==> config.mk <==
export PLATFORM = sky130hd
export DESIGN_NAME = sync_event_arbiter
export DESIGN_NICKNAME = d
export VERILOG_FILES = /design/src/rtl/sync_evt_pkg.sv /design/src/rtl/bit_sync.sv /design/src/rtl/rr_arbiter.sv /design/src/rtl/sync_event_arbiter.sv
export SDC_FILE = /design/constraint.sdc
export NUM_CORES = 1
export LEC_CHECK = 0
export ABC_AREA = 1
export CAP_MARGIN = 0
export CORE_UTILIZATION = 30
export DETAILED_ROUTE_END_ITERATION = 12
export REMOVE_ABC_BUFFERS = 1
export SKIP_LAST_GASP = 1
export SYNTH_ARGS = -nofsm -noshare
export SYNTH_HDL_FRONTEND = slang
export SYNTH_SLANG_ARGS = --single-unit
export TNS_END_PERCENT = 100
==> constraint.sdc <==
create_clock -name clk -period 2.7 [get_ports clk]
set_input_delay 0.27 -clock clk [delete_from_list [all_inputs] [get_ports clk]]
set_output_delay 0.27 -clock clk [all_outputs]
set_load 0.01 [all_outputs]
==> src/rtl/sync_evt_pkg.sv <==
// Shared types for the synchronised event arbiter.
// Holds the offer FSM state encoding.
package sync_evt_pkg;

  typedef enum logic {
    ST_IDLE  = 1'b0,
    ST_OFFER = 1'b1
  } state_t;

endpackage

==> src/rtl/bit_sync.sv <==
// Two-flop synchroniser for a single asynchronous line.
// Synchronous active-low reset clears both stages.
module bit_sync (
  input  logic clk,
  input  logic rst_n,
  input  logic d,
  output logic q
);

  logic r_meta;
  logic r_q;

  always_ff @(posedge clk) begin
    if (!rst_n) begin
      r_meta <= 1'b0;
      r_q    <= 1'b0;
    end else begin
      r_meta <= d;
      r_q    <= r_meta;
    end
  end

  assign q = r_q;

endmodule

==> src/rtl/rr_arbiter.sv <==
// Combinational round-robin picker: first set request at or after ptr, wrapping.
// ptr is assumed to be in range 0..N_CH-1.
module rr_arbiter #(
  parameter int N_CH = 4,
  localparam int IDW = $clog2(N_CH)
) (
  input  logic [N_CH-1:0] req,
  input  logic [IDW-1:0]  ptr,
  output logic [IDW-1:0]  sel,
  output logic            any
);

  always_comb begin
    sel = '0;
    any = 1'b0;
    for (int k = 0; k < N_CH; k++) begin
      int idx;
      logic [IDW-1:0] idx_b;
      idx = int'(ptr) + k;
      if (idx >= N_CH) idx = idx - N_CH;
      idx_b = IDW'(idx);
      if (!any && req[idx_b]) begin
        any = 1'b1;
        sel = idx_b;
      end
    end
  end

endmodule

==> src/rtl/sync_event_arbiter.sv <==
// Synchronises N_CH async event lines, latches rising edges per channel and
// serialises them onto one valid/ready stream with round-robin fairness.
module sync_event_arbiter
  import sync_evt_pkg::*;
#(
  parameter int N_CH = 4,
  localparam int IDW = $clog2(N_CH)
) (
  input  logic            clk,
  input  logic            rst,
  input  logic [N_CH-1:0] async_in,
  input  logic [N_CH-1:0] en,
  output logic            evt_valid,
  input  logic            evt_ready,
  output logic [IDW-1:0]  evt_id,
  output logic [N_CH-1:0] ovf,
  input  logic            ovf_clr
);

  logic            w_rst_n;
  logic [N_CH-1:0] w_s;
  logic [N_CH-1:0] r_s_d;
  logic [N_CH-1:0] w_rise;
  logic [N_CH-1:0] r_pending;
  logic [N_CH-1:0] w_pending_d;
  logic [N_CH-1:0] r_ovf;
  logic [N_CH-1:0] w_ovf_d;
  logic [N_CH-1:0] w_id_mask;
  logic [N_CH-1:0] w_clr;
  logic [N_CH-1:0] w_offered;
  logic [N_CH-1:0] w_arb_req;
  logic [IDW-1:0]  w_arb_ptr;
  logic [IDW-1:0]  w_ptr_nxt;
  logic [IDW-1:0]  w_sel;
  logic            w_any;
  logic            w_hs;

  state_t          r_state;
  logic            r_valid;
  logic [IDW-1:0]  r_evt_id;
  logic [IDW-1:0]  r_ptr;

  assign w_rst_n = ~rst;

  for (genvar g = 0; g < N_CH; g++) begin : g_sync
    bit_sync u_bit_sync (
      .clk   (clk),
      .rst_n (w_rst_n),
      .d     (async_in[g]),
      .q     (w_s[g])
    );
  end

  assign w_hs      = r_valid & evt_ready;
  assign w_id_mask = {{(N_CH-1){1'b0}}, 1'b1} << r_evt_id;
  assign w_ptr_nxt = (r_evt_id == IDW'(N_CH - 1)) ? '0 : r_evt_id + IDW'(1);

  // A rise landing on the same cycle as the handshake re-arms the channel
  // instead of counting as an overflow; disabling never aborts the live offer.
  always_comb begin
    w_rise      = w_s & ~r_s_d & en;
    w_clr       = w_hs ? w_id_mask : '0;
    w_offered   = r_valid ? w_id_mask : '0;
    w_pending_d = w_rise | (r_pending & ~w_clr & (en | w_offered));
    w_ovf_d     = (w_rise & r_pending & ~w_clr) | (r_ovf & ~{N_CH{ovf_clr}});
  end

  // In OFFER the arbiter already looks ahead past the current grant.
  always_comb begin
    w_arb_req = r_pending & en;
    w_arb_ptr = r_ptr;
    if (r_state == ST_OFFER) begin
      w_arb_req = r_pending & en & ~w_id_mask;
      w_arb_ptr = w_ptr_nxt;
    end
  end

  rr_arbiter #(
    .N_CH (N_CH)
  ) u_rr_arbiter (
    .req (w_arb_req),
    .ptr (w_arb_ptr),
    .sel (w_sel),
    .any (w_any)
  );

  always_ff @(posedge clk) begin
    if (rst) begin
      r_s_d     <= '0;
      r_pending <= '0;
      r_ovf     <= '0;
    end else begin
      r_s_d     <= w_s;
      r_pending <= w_pending_d;
      r_ovf     <= w_ovf_d;
    end
  end

  always_ff @(posedge clk) begin
    if (rst) begin
      r_state  <= ST_IDLE;
      r_valid  <= 1'b0;
      r_evt_id <= '0;
      r_ptr    <= '0;
    end else begin
      unique case (r_state)
        ST_IDLE: begin
          if (w_any) begin
            r_evt_id <= w_sel;
            r_valid  <= 1'b1;
            r_state  <= ST_OFFER;
          end
        end
        ST_OFFER: begin
          if (w_hs) begin
            r_ptr <= w_ptr_nxt;
            if (w_any) begin
              r_evt_id <= w_sel;
            end else begin
              r_valid <= 1'b0;
              r_state <= ST_IDLE;
            end
          end
        end
        default: begin
          r_state <= ST_IDLE;
          r_valid <= 1'b0;
        end
      endcase
    end
  end

  assign evt_valid = r_valid;
  assign evt_id    = r_evt_id;
  assign ovf       = r_ovf;

endmodule

==> results of run 1 <==
-- critical path, cell delays in order (launching register included) --
cell     delay (ns)
dfxtp_1        0.46
inv_1          0.12
ha_1           0.33
inv_1          0.06
nand2_1        0.04
nand2_1        0.19
nand3_1        0.17
nand2_4        0.12
nand2_1        0.07
nand2_2        0.07
nand4_4        0.11
nand2_2        0.10
nand2_1        0.05
nand2_1        0.05
nor2_1         0.04
-- state kept, by name (all words and copies together), names as in the netlist --
signal,count
ovf,4
evt_id,2
r_s_d,4
r_ptr,2
r_state,1
g_sync.u_bit_sync.r_meta,4
g_sync.u_bit_sync.q,4
evt_valid,1
r_pending,4
-- cell usage in the layout, fill, tap and decap left out --
| cell type | instances |
|---|---|
| o21ai_0 | 2 |
| nand3_2 | 1 |
| o21ai_2 | 1 |
| nor3_1 | 3 |
| buf_4 | 2 |
| nor2_2 | 1 |
| ha_1 | 4 |
| dfxtp_1 | 26 |
| nor2_1 | 25 |
| nand3_1 | 25 |
| nand2_4 | 8 |
| nand2_2 | 11 |
| clkdlybuf4s50_1 | 18 |
| nor2_4 | 1 |
| nand4_4 | 1 |
| a2bb2oi_1 | 1 |
| inv_1 | 35 |
| a21oi_1 | 12 |
| nand4_1 | 3 |
| clkbuf_8 | 3 |
| nand2_1 | 54 |
| a211oi_1 | 1 |
| o21ai_1 | 2 |
-- how the worst max path moves through the flow --
stage	startpoint	endpoint	slack (ns)	depth (start not counted)
after floorplan	evt_id[0]	evt_id[0]	0.80	14
after global placement	evt_id[0]	evt_id[0]	0.61	14
after detailed placement	evt_id[0]	evt_id[0]	0.60	14
after CTS	evt_id[0]	evt_id[0]	0.60	14
after global routing	evt_id[0]	evt_id[1]	0.37	14
final	evt_id[0]	evt_id[0]	0.60	14
-- area by class of cell --
class	count	area (sq um)
Fill cell	517	3000
Timing Repair Buffer	20	195
Tap cell	67	83.8
Sequential cell	26	520
Clock buffer	3	41.3
Multi-Input combinational cell	156	818
Inverter	35	131
-- cells by family (layout without fill, tap and decap cells) --
logic type	Yosys count	in the layout
AND/OR/NAND/NOR	133	133
buffers and inverters	39	58
adder cells (fa/ha/maj)	4	4
AO/OA/AOI/OAI	19	19
flip-flops	26	26
-- routing by layer --
layer | vias to the layer above | share of wire [%] | global-route usage (%)
li1 | 725 | - | -
met1 | 592 | 50 | 17.1
met2 | 18 | 46 | 21.4
met3 | 4 | 2.7 | 2.35
met4 | 0 | 1.2 | 3.92
met5 | - | 0 | 0
-- stage by stage --
step,setup slack (ns),std cells
finish,0.599,307
global route,0.366,307
CTS,0.600,307
global placement,0.606,304
floorplan,0.804,217
detailed placement,0.600,304
-- power by group through the flow --
stage          registers, mW  logic, mW  clock network, mW
3_5_place_dp           0.472      0.814                  0
2_1_floorplan          0.481      0.613                  0
6_report               0.463      0.809              0.212
3_3_place_gp           0.473      0.813                  0
5_1_grt                0.470      0.910              0.238
4_1_cts                0.463      0.817              0.221
==> flow_summary.ini, run 1 <==
[status]
outcome = completed

[layout]
final_core_utilization_pct = 37.4
area_growth_pct = 18.7
antennaDiodeCount = 0
nNetsFinal = 258
design_area_sq_um = 1790
final_layout_size_suffix_gt1_share_pct = 12.1

[min_path]
holdPathStages = 2
hold_start = g_sync[3].u_bit_sync.r_meta
holdCritPathClass = reg2reg
holdPathEnd = g_sync[3].u_bit_sync.q

[yosys]
async_reset_ff_share_pct = 0
synth_top_area_cell = dfxtp_1
yosys_warnings = 0
synth_fa_ha_area_share_pct = 3.32
synth_top_family_by_area = simple AND/OR/NAND/NOR gates
synth-main-ff-cell = dfxtp_1
synthTopCellsByCount = nand2_1, inv_1, dfxtp_1
syn-cell-area_sq_um = 1510
synth-simple-area-share_pct = 43.9
synth_top_area_share_pct = 34.5
synth-compound-area-share_pct = 6.97
synth-xor-area-share_pct = 0
ys_seq_elements = 26
synth_mux_area_share_pct = 0
ys_types = 23
netlist_instances = 221
synth.avg_cell_area_sq_um = 6.83
synth_edf_count = 0
yosysSeqAreaShare_pct = 34.5
synth_area_leaders = dfxtp_1, nand2_1, inv_1
synth_most_common_cell = nand2_1

[place]
port_buffers = 18
dp_hpwl_um = 2460
gp_congestion = 0.865
postPlaceCellArea_sq_um = 1750

[sta]
rsz0062_at_grt = no
slew_headroom_pct = 82.1
finalSetupViolCount = 0
fin_skew_ns = 0.00332
drv_slew = 0
min_period_ns = 2.10
final.setup.tns_ns = 0
fin_crit_sh_pct = 77.8
max_freq_mhz = 476
tightest_slew_ns = 0.268
hold_violations = 0
worst_hold_slack_ns = 0.404

[setup_path]
cp_data_required_time_ns = 2.87
worst-setup-path-type = reg2reg
end_kind = flip-flop
arrival_ns = 2.27
worstPathMaxFanout = 6
r2r_slack_ns = 0.60
worstSetupStartpointType = flip-flop
r2r_end = evt_id[0]
r2r_cells = 14
worstReg2RegStart = evt_id[0]

[routing]
drc_errors = 0
totalWireLength_um = 3060
drt_iter0_drc = 71
ant_nets = 0
vias = 1339
drtPass1Iterations = 4
via_per_inst = 4.36
routedWlPerCell_um = 9.96

[power]
leakagePower_nw = 0.846
powerDensity_nw_per_um2 = 829
ir_drop_v = 0.000279
clockPowerShare_pct = 14.3
p_sw_share_pct = 45.5
p_int_mw = 0.808
seqPwrFrac_pct = 31.2
pwr-share-comb_pct = 54.5
finalPower_mw = 1.48
p_sw_mw = 0.676

[global_route]
grt_antenna_before_repair = 0
grt_max_degree = 18
grt_pass1_wl_um = 5360
grt_overflow = 0
grt_pass1_vias = 1244
grt_use_total_pct = 12.9

[die]
start_util_pct = 31.5
die_w_um = 72.9
core_area_sq_um = 4790
die-area_sq_um = 5320
fp.dieH_um = 72.9
io_pins = 19
rows = 25

[clock_network]
cts_max_path_buffers = 2
root_buffer = clkbuf_8
cts_sinks = 26
post_cts_buffers = 0
cts_tree = built
clk_pin_slew_ns = 0.08
h-tree-depth = 1
cts_hold_buf = 0
ctsResizeCount = 0
clkLatencyLatePin_ns = 0.26
cts_buffers = 3

[job]
cap_violations = 0
Note: power is estimated with default switching activity, not from simulation.
==> run 2, diff against run 1 <==
clock period = 1.84 ns   (was 2.7 ns; I/O delays follow)
==> flow_summary.ini, run 2 (synthesized netlist as in run 1, its figures left out) <==
[routing]
routedWlPerCell_um = 10.3
via_per_inst = 4.34
drt_iter0_drc = 50
ant_nets = 0
vias = 1420
drtPass1Iterations = 4
totalWireLength_um = 3350
drc_errors = 0

[place]
dp.cells = 320
gp_congestion = 0.819
dp_hpwl_um = 2520
postPlaceCellArea_sq_um = 1880
port_buffers = 18

[die]
rows = 25
core_area_sq_um = 4790
start_util_pct = 31.5
die_w_um = 72.9
fp.dieH_um = 72.9
die-area_sq_um = 5320
io_pins = 19

[sta]
min_period_ns = 1.76
slew_headroom_pct = 79.9
finalSetupViolCount = 0
tightest_slew_ns = 0.302
fin_crit_sh_pct = 95.9
final.setup.tns_ns = 0
fin_skew_ns = 0.00505
max_freq_mhz = 567
rsz0062_at_grt = yes
drv_slew = 0
hold_violations = 0

[setup_path]
arrival_ns = 1.94
cp_data_required_time_ns = 2.02
cpMaxStageDelayCell = dfxtp_4
worstPathCellList = ha_4 -> nor2_4 -> nand2_4 -> nand2_8 -> buf_6 -> nand2_2 -> nand2_2 -> nand2_2 -> nand2_4 -> nand4_4 -> nand2_4 -> nand2_1 -> nand2_1 -> nor2_1
crit_family = simple AND/OR/NAND/NOR gates
slowest_delay_ns = 0.37
worst-path-buf-inv = 1
worstPathMaxFanout = 8
worst-setup-path-type = reg2reg
end_kind = flip-flop
worstSetupStartpointType = flip-flop

[clock_network]
cts_sinks = 26
clk_pin_slew_ns = 0.09
cts_buffers = 3
h-tree-depth = 1
cts_max_path_buffers = 2
root_buffer = clkbuf_8
clkLatencyLatePin_ns = 0.27
cts_tree = built

[power]
leakagePower_nw = 0.978
ir_drop_v = 0.000486
powerDensity_nw_per_um2 = 1340

[layout]
fin_cells = 327
nNetsFinal = 277
final_cell_mix = nand2_1, inv_1, nor2_1, dfxtp_1, nand3_1
final_layout_size_suffix_gt1_share_pct = 26.2
final_common_cell = nand2_1
design_area_sq_um = 2090
final_core_utilization_pct = 43.7
antennaDiodeCount = 0
area_growth_pct = 38.7

[global_route]
grt_overflow = 0
grt_max_degree = 21
grt_use_total_pct = 13.9
grt_pass1_vias = 1314
grt_pass1_wl_um = 5730
grt_antenna_before_repair = 0

[status]
outcome = completed

[min_path]
holdCritPathClass = reg2reg

[job]
cap_violations = 0
run 2: cell types whose count changed in the layout (fill, tap and decap cells not counted), moves of 4 or more:
cell     previous run  this run
nand3_2             1         5
nand3_1            25        21
buf_4               2        17
nand2_1            54        50
nand2_4             8        13
ha_1                4         0
run 2: routing by layer:
| layer | share of wire [%] | GRT usage (%) |
|---|---|---|
| met5 | 0 | 0 |
| met4 | 1.6 | 5.01 |
| met3 | 3.8 | 2.62 |
| met2 | 47 | 22.9 |
| met1 | 48 | 18.0 |
run 2: final cells by class:
cell class              count  area (sq um)
flip-flops and latches     26           526
well taps                  67          83.8
multi-input cells         156           927
clock buffers               4          55.1
repair buffers             39           370
inverters                  35           131
fillers                   485          2690
run 2: timing repair:
| action | 4_1_cts | 5_1_grt |
|---|---|---|
| hold buffers | 0 | 0 |
| endpoints found under the hold margin | 0 | 0 |
| cloned | 0 | 0 |
| setup endpoints to repair | 4 | 4 |
| setup buffers | 0 | 3 |
| resized for setup | 4 | 26 |
| pin swaps | 0 | 15 |
run 2: final timing paths:
path                                                  start                     end  slack [ns]  cells after the start
worst max-delay path                              evt_id[0]               evt_id[1]        0.08                     14
worst min-delay path            g_sync[0].u_bit_sync.r_meta  g_sync[0].u_bit_sync.q        0.40                      2
worst min register to register  g_sync[0].u_bit_sync.r_meta  g_sync[0].u_bit_sync.q        0.40                      2
worst max register to register                    evt_id[0]               evt_id[1]        0.08                     14
run 2: worst min-delay path, delay by kind of cell, from the launching register on:
kind	cells	cell delay [ns]
flip-flops	1	0.31
AND/OR/NAND/NOR	1	0.03
buffers and inverters	1	0.04
run 2: metrics by stage:
step / power [mW] / setup slack, ns / hold WS (ns)
4_1_cts: 2.51 / 0.0127 / 0.405
3_5_place_dp: 2.11 / -0.0472 / 0.392
2_1_floorplan: 1.60 / -0.0557 / 0.253
3_3_place_gp: 2.11 / 0.00937 / 0.389
5_1_grt: 3.01 / -0.0309 / 0.413
6_report: 2.81 / 0.0756 / 0.404
run 2: power breakdown:
part           switching [mW]  internal, mW
clock network           0.183         0.192
logic                   0.965         0.778
registers              0.0622         0.625
==> run 3, diff against run 2 <==
HOLD_SLACK_MARGIN = 0.12   (was default)
clock period = 1.5 ns   (was 1.84 ns; I/O delays follow)
==> flow_summary.ini, run 3 (synthesized netlist as in run 1, its figures left out) <==
[status]
outcome = complete, but fails checks
violations = setup timing

[clock_network]
clkLatencyLatePin_ns = 0.27
root_buffer = clkbuf_8
cts_sinks = 26
cts_tree = built
h-tree-depth = 1
cts_max_path_buffers = 2
cts_hold_buf = 0
clk_pin_slew_ns = 0.09
cts_buffers = 3

[routing]
drc_errors = 0
ant_nets = 0
drt_iter0_drc = 58
via_per_inst = 4.49
vias = 1539
totalWireLength_um = 3780
routedWlPerCell_um = 11.0
drtPass1Iterations = 6

[global_route]
grt_use_total_pct = 15.2
grt_pass1_vias = 1455
grt_antenna_before_repair = 0
grt_max_degree = 21
grt_overflow = 0
grt_pass1_wl_um = 6230

[power]
leakagePower_nw = 1.08
powerDensity_nw_per_um2 = 1650
pwr-share-comb_pct = 66.0
p_int_mw = 2.16
ir_drop_v = 0.000624
seqPwrFrac_pct = 22.3
clockPowerShare_pct = 11.8
p_sw_share_pct = 43.3
p_sw_mw = 1.65

[sta]
tightest_slew_ns = 0.267
finalSetupViolCount = 4
fin_crit_sh_pct = 117
hold_violations = 0
drv_slew = 0
rsz0062_at_grt = yes
min_period_ns = 1.75
fin_skew_ns = 0.00678
max_freq_mhz = 570
slew_headroom_pct = 82.1
worst_slack_ns = -0.255

[place]
dp_hpwl_um = 2650
dp.cells = 333
port_buffers = 18
gp_congestion = 0.838

[die]
die_w_um = 72.9
core_area_sq_um = 4790
fp.dieH_um = 72.9
io_pins = 19
start_util_pct = 31.5
rows = 25
die-area_sq_um = 5320

[layout]
antennaDiodeCount = 0
final_layout_size_suffix_gt1_share_pct = 34.4
final_cell_mix = nand2_1, inv_1, buf_4
area_growth_pct = 53.3
nNetsFinal = 293
final_core_utilization_pct = 48.3
fin_cells = 343
final_common_cell = nand2_1

[job]
cap_violations = 0

[setup_path]
arrival_ns = 1.93
cp_data_required_time_ns = 1.67
worstPathMaxFanout = 8
worstSetupStartpointType = flip-flop
worst-setup-path-type = reg2reg
end_kind = flip-flop

[min_path]
holdCritPathClass = in2reg
==> run 3: path summary, 6_finish.rpt <==
path / from / endpoint / slack, ns / cells past startpoint
worst max-delay path: evt_id[0] / evt_id[0] / -0.25 / 12
worst min-delay path: async_in[0] / g_sync[0].u_bit_sync.r_meta / 0.39 / 3
worst max register to register: evt_id[0] / evt_id[0] / -0.25 / 12
worst min register to register: g_sync[0].u_bit_sync.r_meta / g_sync[0].u_bit_sync.q / 0.41 / 2
==> run 3: power by group through the flow <==
| stage | Clock, mW | Combinational, mW | Sequential [mW] |
|---|---|---|---|
| 4_1_cts | 0.469 | 2.13 | 0.837 |
| 2_1_floorplan | 0 | 1.10 | 0.865 |
| 5_1_grt | 0.505 | 2.73 | 0.860 |
| 3_3_place_gp | 0 | 1.90 | 0.820 |
| 6_report | 0.449 | 2.52 | 0.850 |
| 3_5_place_dp | 0 | 1.91 | 0.825 |
==> run 3: worst max-delay path, stage by stage (launching register included) <==
cell and delay, ns:
dfxtp_4 0.38, ha_4 0.18, nor2_4 0.11, nand2_4 0.11, buf_6 0.16, nand3_4 0.08
nand3_2 0.09, nand2_4 0.13, nand4_4 0.15, nand2_4 0.11, nand2_2 0.04, nand2_1 0.06
nor2_1 0.04
==> run 3: layout make-up <==
| class | instances | area [sq um] |
|---|---|---|
| Fill cell | 464 | 2470 |
| Multi-Input combinational cell | 157 | 1030 |
| Tap cell | 67 | 83.8 |
| Inverter | 35 | 139 |
| Clock buffer | 4 | 55.1 |
| Sequential cell | 26 | 528 |
| Timing Repair Buffer | 54 | 482 |
==> run 3: timing repair <==
item                       CTS  global route
gates resized for setup     21            33
gates cloned                 1             0
buffers inserted             3             2
pin swaps                   11            24
setup endpoints to repair    4             4
==> run 3: layer usage <==
layer	up-vias	wire length [um]	global-route usage, %	share of wire [%]
met5	-	0	0	0
li1	800	-	-	-
met1	701	1730	18.6	46
met2	36	1870	26.7	49
met4	0	32	5.88	0.85
met3	2	148	2.49	3.9
==> run 3: per-stage QoR <==
stage               instance area, sq um  power, mW  setup WS, ns  hold slack, ns  TNS (ns)
finish                              2310       3.82        -0.255           0.391    -0.894
CTS                                 2160       3.43        -0.238           0.390    -0.785
global placement                    1980       2.72        -0.325           0.389     -1.21
floorplan                           1470       1.97        -0.396           0.219     -1.49
detailed placement                  1980       2.74        -0.402           0.393     -1.45
global route                        2310       4.10        -0.363           0.379     -1.40
